==> src/rtl/acc_shift_alu_pkg.sv <==
// Shared types for the accumulator shift ALU: opcode and sequencer-state enums
// plus a small opcode classifier used by the top level.
package definitions;

    typedef enum logic [3:0] {
        kADD = 4'd0,
        kSUB = 4'd1,
        kAND = 4'd2,
        kXOR = 4'd3,
        kLDI = 4'd4,
        kSHL = 4'd5,
        kSHR = 4'd6,
        kASR = 4'd7,
        kROL = 4'd8,
        kNOT = 4'd9,
        kCLR = 4'd10
    } alu_op_t;

    typedef enum logic {
        IDLE  = 1'b0,
        SHIFT = 1'b1
    } alu_state_t;

    // Opcodes from here up to 4'hF are treated as NOP.
    localparam logic [3:0] OP_FIRST_NOP = 4'd11;

    function automatic logic is_shift_op(input alu_op_t op);
        case (op)
            kSHL, kSHR, kASR, kROL: return 1'b1;
            default:                return 1'b0;
        endcase
    endfunction

endpackage

==> src/rtl/acc_shift_alu_if.sv <==
// Request/result bundle between the controller (master) and the ALU (slave).
interface acc_shift_alu_if #(
    parameter int W = 8
);
    import definitions::*;

    logic         start;
    alu_op_t      op;
    logic [W-1:0] in_a;
    logic         ci;
    logic [W-1:0] acc;
    logic         co;
    logic         z;
    logic         neg;
    logic         ov;
    logic         busy;
    logic         done;

    modport master (
        output start, op, in_a, ci,
        input  acc, co, z, neg, ov, busy, done
    );

    modport slave (
        input  start, op, in_a, ci,
        output acc, co, z, neg, ov, busy, done
    );
endinterface

==> src/rtl/acc_shift_alu_shift_step.sv <==
// One-bit shift/rotate step; result packs the bit leaving the word above the new value.
module alu_shift_step
    import definitions::*;
#(
    parameter int W = 8
) (
    input  alu_op_t      op,
    input  logic [W-1:0] value,
    output logic [W:0]   result
);

    // Single-position move of the word in the direction selected by op.
    always_comb begin
        case (op)
            kSHL:    result = {value[W-1], value[W-2:0], 1'b0};
            kSHR:    result = {value[0], 1'b0, value[W-1:1]};
            kASR:    result = {value[0], value[W-1], value[W-1:1]};
            kROL:    result = {value[W-1], value[W-2:0], value[W-1]};
            default: result = {1'b0, value};
        endcase
    end

endmodule

==> src/rtl/acc_shift_alu.sv <==
// Registered accumulator ALU with flags and an iterative one-bit-per-cycle shifter.
module acc_shift_alu
    import definitions::*;
#(
    parameter int W  = 8,
    parameter int CW = $clog2(W) + 1
) (
    input logic            CLK,
    input logic            reset,
    acc_shift_alu_if.slave bus
);

    localparam logic [W-1:0]  W_VAL    = W'(W);
    localparam logic [CW-1:0] CNT_ZERO = CW'(0);
    localparam logic [CW-1:0] CNT_ONE  = CW'(1);
    localparam logic [CW-1:0] CNT_FULL = CW'(W);

    alu_state_t    state_r, state_s;
    alu_op_t       op_r, op_s;
    logic [CW-1:0] cnt_r, cnt_s;
    logic [W-1:0]  acc_r, acc_s;
    logic          co_r, co_s, z_r, z_s, neg_r, neg_s, ov_r, ov_s;
    logic          done_r, done_s, busy_r;

    logic [W-1:0]  addend_s, logic_res_s;
    logic          cin_s, add_ov_s;
    logic [W:0]    sum_s, step_s;
    logic [CW-1:0] amount_s;

    alu_shift_step #(.W(W)) u_step (
        .op     (op_r),
        .value  (acc_r),
        .result (step_s)
    );

    // Shared adder: SUB feeds the inverted operand with a forced carry-in.
    always_comb begin
        if (bus.op == kSUB) begin
            addend_s = ~bus.in_a;
            cin_s    = 1'b1;
        end else begin
            addend_s = bus.in_a;
            cin_s    = bus.ci;
        end
        sum_s    = {1'b0, acc_r} + {1'b0, addend_s} + {{W{1'b0}}, cin_s};
        add_ov_s = (acc_r[W-1] == addend_s[W-1]) && (sum_s[W-1] != acc_r[W-1]);
    end

    // Results of the single-cycle ops that only affect z/neg.
    always_comb begin
        case (bus.op)
            kAND:    logic_res_s = acc_r & bus.in_a;
            kXOR:    logic_res_s = acc_r ^ bus.in_a;
            kNOT:    logic_res_s = ~acc_r;
            default: logic_res_s = bus.in_a;
        endcase
    end

    // Shift count: rotates wrap modulo W, shifts saturate at W using the full-width amount.
    always_comb begin
        if (bus.op == kROL) begin
            amount_s = CW'(bus.in_a % W_VAL);
        end else if (bus.in_a >= W_VAL) begin
            amount_s = CNT_FULL;
        end else begin
            amount_s = CW'(bus.in_a);
        end
    end

    // Next-state and datapath selection for the IDLE/SHIFT sequencer.
    always_comb begin
        state_s = state_r;
        op_s    = op_r;
        cnt_s   = cnt_r;
        acc_s   = acc_r;
        co_s    = co_r;
        z_s     = z_r;
        neg_s   = neg_r;
        ov_s    = ov_r;
        done_s  = 1'b0;
        case (state_r)
            IDLE: begin
                if (bus.start) begin
                    done_s = 1'b1;
                    case (bus.op)
                        kADD, kSUB: begin
                            acc_s = sum_s[W-1:0];
                            co_s  = sum_s[W];
                            ov_s  = add_ov_s;
                            z_s   = ~|sum_s[W-1:0];
                            neg_s = sum_s[W-1];
                        end
                        kAND, kXOR, kLDI, kNOT: begin
                            acc_s = logic_res_s;
                            z_s   = ~|logic_res_s;
                            neg_s = logic_res_s[W-1];
                        end
                        kSHL, kSHR, kASR, kROL: begin
                            // A zero-length shift completes now; only z/neg are refreshed.
                            if (amount_s == CNT_ZERO) begin
                                z_s   = ~|acc_r;
                                neg_s = acc_r[W-1];
                            end else begin
                                state_s = SHIFT;
                                op_s    = bus.op;
                                cnt_s   = amount_s;
                                done_s  = 1'b0;
                            end
                        end
                        kCLR: begin
                            acc_s = {W{1'b0}};
                            co_s  = 1'b0;
                            z_s   = 1'b0;
                            neg_s = 1'b0;
                            ov_s  = 1'b0;
                        end
                        default: begin
                            acc_s = acc_r;
                        end
                    endcase
                end else begin
                    done_s = 1'b0;
                end
            end
            SHIFT: begin
                acc_s = step_s[W-1:0];
                co_s  = step_s[W];
                cnt_s = cnt_r - CNT_ONE;
                if (cnt_r == CNT_ONE) begin
                    state_s = IDLE;
                    z_s     = ~|step_s[W-1:0];
                    neg_s   = step_s[W-1];
                    done_s  = 1'b1;
                end else begin
                    state_s = SHIFT;
                end
            end
            default: begin
                state_s = IDLE;
            end
        endcase
    end

    // Architectural state; reset wins over any shift in flight and suppresses its done.
    always_ff @(posedge CLK) begin
        if (reset) begin
            state_r <= IDLE;
            op_r    <= kADD;
            cnt_r   <= CNT_ZERO;
            acc_r   <= {W{1'b0}};
            co_r    <= 1'b0;
            z_r     <= 1'b0;
            neg_r   <= 1'b0;
            ov_r    <= 1'b0;
            done_r  <= 1'b0;
            busy_r  <= 1'b0;
        end else begin
            state_r <= state_s;
            op_r    <= op_s;
            cnt_r   <= cnt_s;
            acc_r   <= acc_s;
            co_r    <= co_s;
            z_r     <= z_s;
            neg_r   <= neg_s;
            ov_r    <= ov_s;
            done_r  <= done_s;
            busy_r  <= (state_s == SHIFT);
        end
    end

    assign bus.acc  = acc_r;
    assign bus.co   = co_r;
    assign bus.z    = z_r;
    assign bus.neg  = neg_r;
    assign bus.ov   = ov_r;
    assign bus.busy = busy_r;
    assign bus.done = done_r;

endmodule

==> src/flat_wrapper.sv <==
// flat-port wrapper written by rule: the top's interface ports become plain ports
module acc_shift_alu_flat import definitions::*;
#(
    parameter int W  = 8,
    parameter int CW = $clog2(W) + 1
)
  (CLK, reset, bus_start, bus_op, bus_in_a, bus_ci, bus_acc, bus_co, bus_z, bus_neg, bus_ov, bus_busy, bus_done);
  acc_shift_alu_if #(.W(W)) bus_i ();
  input logic CLK;
  input logic reset;
  input wire logic [$bits(bus_i.start)-1:0] bus_start;
  input wire logic [$bits(bus_i.op)-1:0] bus_op;
  input wire logic [$bits(bus_i.in_a)-1:0] bus_in_a;
  input wire logic [$bits(bus_i.ci)-1:0] bus_ci;
  output wire logic [$bits(bus_i.acc)-1:0] bus_acc;
  output wire logic [$bits(bus_i.co)-1:0] bus_co;
  output wire logic [$bits(bus_i.z)-1:0] bus_z;
  output wire logic [$bits(bus_i.neg)-1:0] bus_neg;
  output wire logic [$bits(bus_i.ov)-1:0] bus_ov;
  output wire logic [$bits(bus_i.busy)-1:0] bus_busy;
  output wire logic [$bits(bus_i.done)-1:0] bus_done;
  assign bus_i.start = bus_start;
  assign bus_i.op = bus_op;
  assign bus_i.in_a = bus_in_a;
  assign bus_i.ci = bus_ci;
  assign bus_acc = bus_i.acc;
  assign bus_co = bus_i.co;
  assign bus_z = bus_i.z;
  assign bus_neg = bus_i.neg;
  assign bus_ov = bus_i.ov;
  assign bus_busy = bus_i.busy;
  assign bus_done = bus_i.done;
  acc_shift_alu #(.W(W), .CW(CW)) u_core (.CLK(CLK), .reset(reset), .bus(bus_i));
endmodule
==> config.mk <==
export PLATFORM = sky130hd
export DESIGN_NAME = acc_shift_alu_flat
export DESIGN_NICKNAME = d
export VERILOG_FILES = /design/src/rtl/acc_shift_alu_pkg.sv /design/src/rtl/acc_shift_alu_if.sv /design/src/rtl/acc_shift_alu_shift_step.sv /design/src/rtl/acc_shift_alu.sv /design/src/flat_wrapper.sv
export SDC_FILE = /design/constraint.sdc
export NUM_CORES = 1
export LEC_CHECK = 0
export BUFFER_PORTS_ARGS = -buffer_cell sky130_fd_sc_hd__clkbuf_2
export CAP_MARGIN = 5
export CORE_MARGIN = 2
export CORE_UTILIZATION = 40
export CTS_CLUSTER_DIAMETER = 120
export DETAILED_ROUTE_END_ITERATION = 16
export PLACE_DENSITY = 0.6
export SLEW_MARGIN = 20
export SYNTH_ARGS = -nofsm -noshare
export SYNTH_HDL_FRONTEND = slang
export SYNTH_SLANG_ARGS = --single-unit
==> constraint.sdc <==
create_clock -name CLK -period 7.3 [get_ports CLK]
set_input_delay 1.46 -clock CLK [delete_from_list [all_inputs] [get_ports CLK]]
set_output_delay 1.46 -clock CLK [all_outputs]
set_load 0.03 [all_outputs]
## Yosys cells after proc, flatten, opt, wreduce, memory -nomap -nowiden

Cells that the tools add are included.

- Memories kept: 0
- ROM bits: 0
- Register bits after elaboration: 22
- Memory bits (writable): 0
- Latch bits: 0

- Shifts and indexed selects: 0
- Equal/unequal tests: 25
- Reductions and logical operators: 21
- Mux-type cells: 37
- Bitwise logic cells: 6
- $lt $le $gt $ge: 1
- Divide/modulo/power cells: 0
- Multiply operators: 0
- Add/sub/neg operators: 3

Operators by type and width:

| cell | count |
|---|---|
| $pmux 8 s3 | 2 |
| $pmux 9 s4 | 1 |
| $reduce_or 8->1 | 4 |
| $eq 4x3->1 const B | 7 |
| $mux 4 | 5 |
| $eq 4x4->1 const B | 4 |
| $mux 1 | 16 |
| $mux 8 | 2 |
| $not 8->8 | 2 |
| $pmux 8 s2 | 1 |
| $pmux 1 s2 | 7 |
| $add 8x8->9 | 1 |
| $add 9x1->9 | 1 |
| $and 8x8->8 | 1 |
| $eq 4x1->1 const B | 2 |
| $eq 4x2->1 const B | 2 |
| $ge 8x4->1 const B | 1 |
| $logic_not 4->1 | 2 |
| $ne 2x2->1 const B | 4 |
| $pmux 1 s4 | 2 |
| $pmux 4 s2 | 1 |
| $reduce_and 4->1 | 2 |
| $reduce_or 4->1 | 2 |
| $xor 8x8->8 | 1 |
| 14 further kinds | 20 |

## Longest topological paths before layout

- Depth after elaboration: 9
- Gate-level depth with buffers: 14
- Mapped depth without buffers: 13

## Modules after synthesis

A second synthesis with hierarchy kept.

- Cells, all modules: 334
- Area total of the unflattened synthesis: 2613.8 um^2

By module, submodules not included:

| module | seq. area each (um^2) | area each (um^2) | times used | cells each |
|---|---|---|---|---|
| acc_shift_alu | 440.4 | 2314.7 | 1 | 289 |
| alu_shift_step | 0.0 | 299.0 | 1 | 45 |

## Worst setup path before layout

No wires, ideal clock.

- Path kind: in2reg
- From: in bus_op[3]
- To: reg u_core.z_r, in the netlist u_core.bus.z
- Path slack: 2923 ps
- Data required time: 7240 ps
- Path buffers: 1
- Arrival time: 4317 ps
- Stages on the path: 14
- Cells stage by stage: clkbuf_1 -> or3_1 -> nor2_2 -> xnor2_1 -> fa_1 -> inv_1 -> fa_1 -> a21o_1 -> a21oi_1 -> nand2b_1 -> a21o_1 -> nor2_1 -> nor4_1 -> o221a_1

- Word-level cells in the longest chain between the ends: 9
- Elaborated cells on any way between the ends: 31
- Those cells by class: add/sub (2); eq/ne (12); mux (7); reduce/logical (10)

Ends and longest elaborated chain:

| what | line | source |
|---|---|---|
| start, declared | flat_wrapper.sv:12 | `input wire logic [$bits(bus_i.op)-1:0] bus_op;` |
| $eq 4x1->1 | acc_shift_alu.sv:38, acc_shift_alu.sv:85 |  |
| $mux 8 | acc_shift_alu.sv:38 | `if (bus.op == kSUB) begin` |
| $add 8x8->9 | acc_shift_alu.sv:45 | `sum_s = {1'b0, acc_r} + {1'b0, addend_s} + {{W{1'b0}}, cin_s};` |
| $add 9x1->9 | acc_shift_alu.sv:45 |  |
| $reduce_or 8->1 | acc_shift_alu.sv:90 | `z_s = ~\|sum_s[W-1:0];` |
| $logic_not 1->1 | acc_shift_alu.sv:90 |  |
| $pmux 1 s4 | acc_shift_alu.sv:85 | `case (bus.op)` |
| $mux 1 | acc_shift_alu.sv:83 | `if (bus.start) begin` |
| $pmux 1 s2 | acc_shift_alu.sv:81 | `case (state_r)` |
| end signal, assigned | acc_shift_alu.sv:163 | `z_r <= z_s;` |
| end, declared | acc_shift_alu.sv:22 | `logic co_r, co_s, z_r, z_s, neg_r, neg_s, ov_r, ov_s;` |

Several ways; a longest one is shown, not always the timed one. The select of a mux whose other input is x is not followed.
A chain may end at the register's enable or synchronous reset.

## Worst setup path in the final report

- From: in bus_op[0]
- To: reg u_core.z_r, in the netlist u_core.bus.z

The elaborated chain is that of the path after synthesis.

==> flow_summary_export.csv <==
group,metric,value,unit
sta,setup_viol,0,
yosys,yosys.area.top_type,"dfxtp_1",
detailed_routing,wl_per_cell,18.4,um
yosys,synth_common_cells,"nand2_1, a21oi_1, nor2_1",
yosys,synth_most_common_cell,"nand2_1",
yosys,synth_edf_count,0,
yosys,synth_nets,390,
placement,finalWeightedCongestion,0.965,
cells_and_area,final_layout_size_suffix_gt1_share,12.9,%
global_routing,use_met2,36.6,%
global_routing,use_met3,3.05,%
setup_path,cp_data_required_time,7.52,ns
global_routing,grt_max_degree,41,
detailed_routing,drt_iter0_drc,206,
yosys,synth_top_area_share,16.9,%
sta,fin_ws,2.71,ns
clock_network,post_cts_resized,0,
detailed_routing,num_vias,2803,
clock_network,cts_buffers,3,
setup_path,worstReg2RegStart,"u_core.bus.acc[0]",
yosys,synth.avg_cell_area,7.37,um^2
placement,portBuffers,29,
clock_network,tritoncts,"built",
setup_path,critPathCaptureType,"flop",
clock_network,cts_sinks,22,
floorplan,rows,29,
sta,fin_tns_setup,0,ns
yosys,synth_seq_cells,22,
cells_and_area,ff_latch_area,440,um^2
global_routing,grt_busiest_layer,"met2",
global_routing,antenna_found_initial,0,
outcome,outcome,"finished clean",
cells_and_area,multiInputGateArea,2010,um^2
sta,hold_slack,0.478,ns
clock_network,cts_root_buf,"clkbuf_8",
clock_network,worstSkewPairLatency,0.27,ns
placement,dp_worst_setup_slack,2.49,ns
yosys,synthCells,354,
cells_and_area,final_util,44.8,%
yosys,syn_area,2610,um^2
detailed_routing,wirelength,8070,um
sta,finalCritPeriodShare,62.9,%
detailed_routing,ant_nets,0,
worst_hold_path,hp-start,"u_core.bus.ov",
floorplan,dieArea,7180,um^2
clock_network,clk_pin_slew,0.09,ns
sta,final.setup_skew,0.00496,ns
floorplan,ios,30,
floorplan,die_h,84.7,um
setup_path,r2r-end,"u_core.bus.z",
cells_and_area,antenna_cells,0,
worst_hold_path,hold_path_end,"u_core.bus.ov",
sta,slew_headroom,29.4,%
setup_path,critPathMaxFanout,20,
clock_network,cts_setup_buffers,0,
sta,rsz0062_at_grt,"false",
detailed_routing,drt_pass1_iterations,6,
yosys,async_reset_ff_share,0,%
detailed_routing,viasPerCell,6.37,
clock_network,ctsLongestPathBuffers,2,
floorplan,start_util,41.3,%
sta,hold_violations,0,
yosys,yosysWarnings,0,
setup_path,reg2reg_setup_slack,4.45,ns
pwr,peakVddDrop,0.0829,mV
placement,dpl.hpwl,5840,um
sta,min_period,4.59,ns
global_routing,grt_overflow_total,0,
cells_and_area,syn_to_final_growth,8.45,%
clock_network,cts_hold_repair.buffers,0,
sta,fmax,218,MHz
pwr,leakagePower,1.14,nW
pwr,p_per_area,168,nW/um^2
global_routing,grt_use_met1,31.2,%
setup_path,start_kind,"input pin",
cells_and_area,fin_nets,400,
setup_path,critical_path_class,"in2reg",
cells_and_area,fillers,658,
setup_path,reg2reg_depth,11,
yosys,ys_seq_area_share,16.9,%
floorplan,fp.dieW,84.7,um
clock_network,htreeDepth,1,
yosys,ys_types,66,
worst_hold_path,whs_path_depth,2,
job,cap_violations,0,
sta,worst_pin_slew,1.05,ns
global_routing,grt_pass1_wl,13300,um
global_routing,grt_pass1_vias,2580,
floorplan,coreArea,6310,um^2
setup_path,crit_arrival,4.81,ns
global_routing,track_usage,22.8,%
sta,maxSlewViolCount,0,
yosys,synth_ff_type,"dfxtp_1",
detailed_routing,route.detailed.drc,0,
worst_hold_path,hold_class,"reg2reg",
yosys,synth.top_cells.by_area,"dfxtp_1, ha_1, a21oi_1",
-- logic make-up after synthesis --
group	after synthesis	share of synthesized area (%)
AND/OR/NAND/NOR	129	26.0
AO/OA/AOI/OAI	125	34.0
buffers and inverters	38	5.85
flip-flops	22	16.9
adder cells (fa/ha/maj)	20	10.2
XOR/XNOR	13	4.37
multiplexers	7	2.74
-- worst max path at each step --
| stage | endpoint | start | slack, ns | cells past startpoint |
|---|---|---|---|---|
| detailed placement | u_core.bus.z | bus_op[0] | 2.49 | 14 |
| finish | u_core.bus.z | bus_op[0] | 2.71 | 14 |
| global route | u_core.bus.acc[6] | bus_op[0] | 2.39 | 14 |
| CTS | u_core.bus.z | bus_op[0] | 2.76 | 14 |
| global placement | u_core.bus.z | bus_op[0] | 2.55 | 14 |
| floorplan | u_core.bus.z | bus_op[3] | 2.92 | 14 |
-- cells in the final DEF (no fill, tap or decap), drive strengths merged, types with 3 or more instances in the layout --
master,instances
o21ai,17
nand2b,10
o21a,6
o22ai,3
inv,11
nand2,31
dfxtp,22
a2bb2oi,6
a31oi,10
xor2,7
xnor2,6
a21o,4
nor3b,7
clkbuf,32
nor2b,10
nor3,13
ha,18
a211o,4
or3,5
a21oi,29
nand3b,3
o32ai,3
a221oi,4
nor2,31
nand3,3
a211oi,7
mux2i,6
a22o,6
nand4,3
nor4,5
-- sequential cells by signal, indices dropped and copies added (netlist names) --
name,flops
u_core.bus.done,1
u_core.op_r,4
u_core.bus.busy,1
u_core.bus.acc,8
u_core.bus.co,1
u_core.bus.neg,1
u_core.cnt_r,4
u_core.bus.ov,1
u_core.bus.z,1
-- stage by stage --
step | cells | instance area [um^2] | power, mW
after detailed placement | 436 | 2760 | 0.354
after CTS | 440 | 2830 | 0.473
final | 440 | 2830 | 0.475
after global placement | 436 | 2760 | 0.353
after floorplan | 354 | 2610 | 0.301
after global routing | 440 | 2830 | 0.506
-- cell type report --
class | instances | share of cell area, %
clock buffer | 3 | 1.46
clock inverter | 1 | 1.06
inverter | 12 | 1.59
multi-input combinational | 294 | 71.2
sequential | 22 | 15.6
tap | 77 | 3.41
timing repair buffer | 31 | 5.66
-- critical path, stage by stage --
cell,delay [ns]
clkbuf_2,0.32
clkinv_1,0.32
nor2_2,0.50
xnor2_1,0.21
fa_1,0.24
inv_1,0.06
fa_1,0.40
a21o_1,0.18
a21oi_1,0.20
nand2b_1,0.15
a21o_1,0.14
nor2_1,0.04
nor4_1,0.37
o221a_1,0.23
-- metal layers --
| metal | vias up | share of wire (%) |
|---|---|---|
| met5 | - | 0 |
| met4 | 0 | 3.1 |
| met3 | 21 | 7.6 |
| met2 | 114 | 45 |
| met1 | 1315 | 44 |
| li1 | 1353 | - |
-- power breakdown --
part	leakage (nW)	internal, mW	switching, mW
clock	0.0357	0.0733	0.0448
sequential	0.180	0.130	0.0256
combinational	0.920	0.0816	0.120
total	1.14	0.285	0.190
Power figures use the tool's default switching activity.
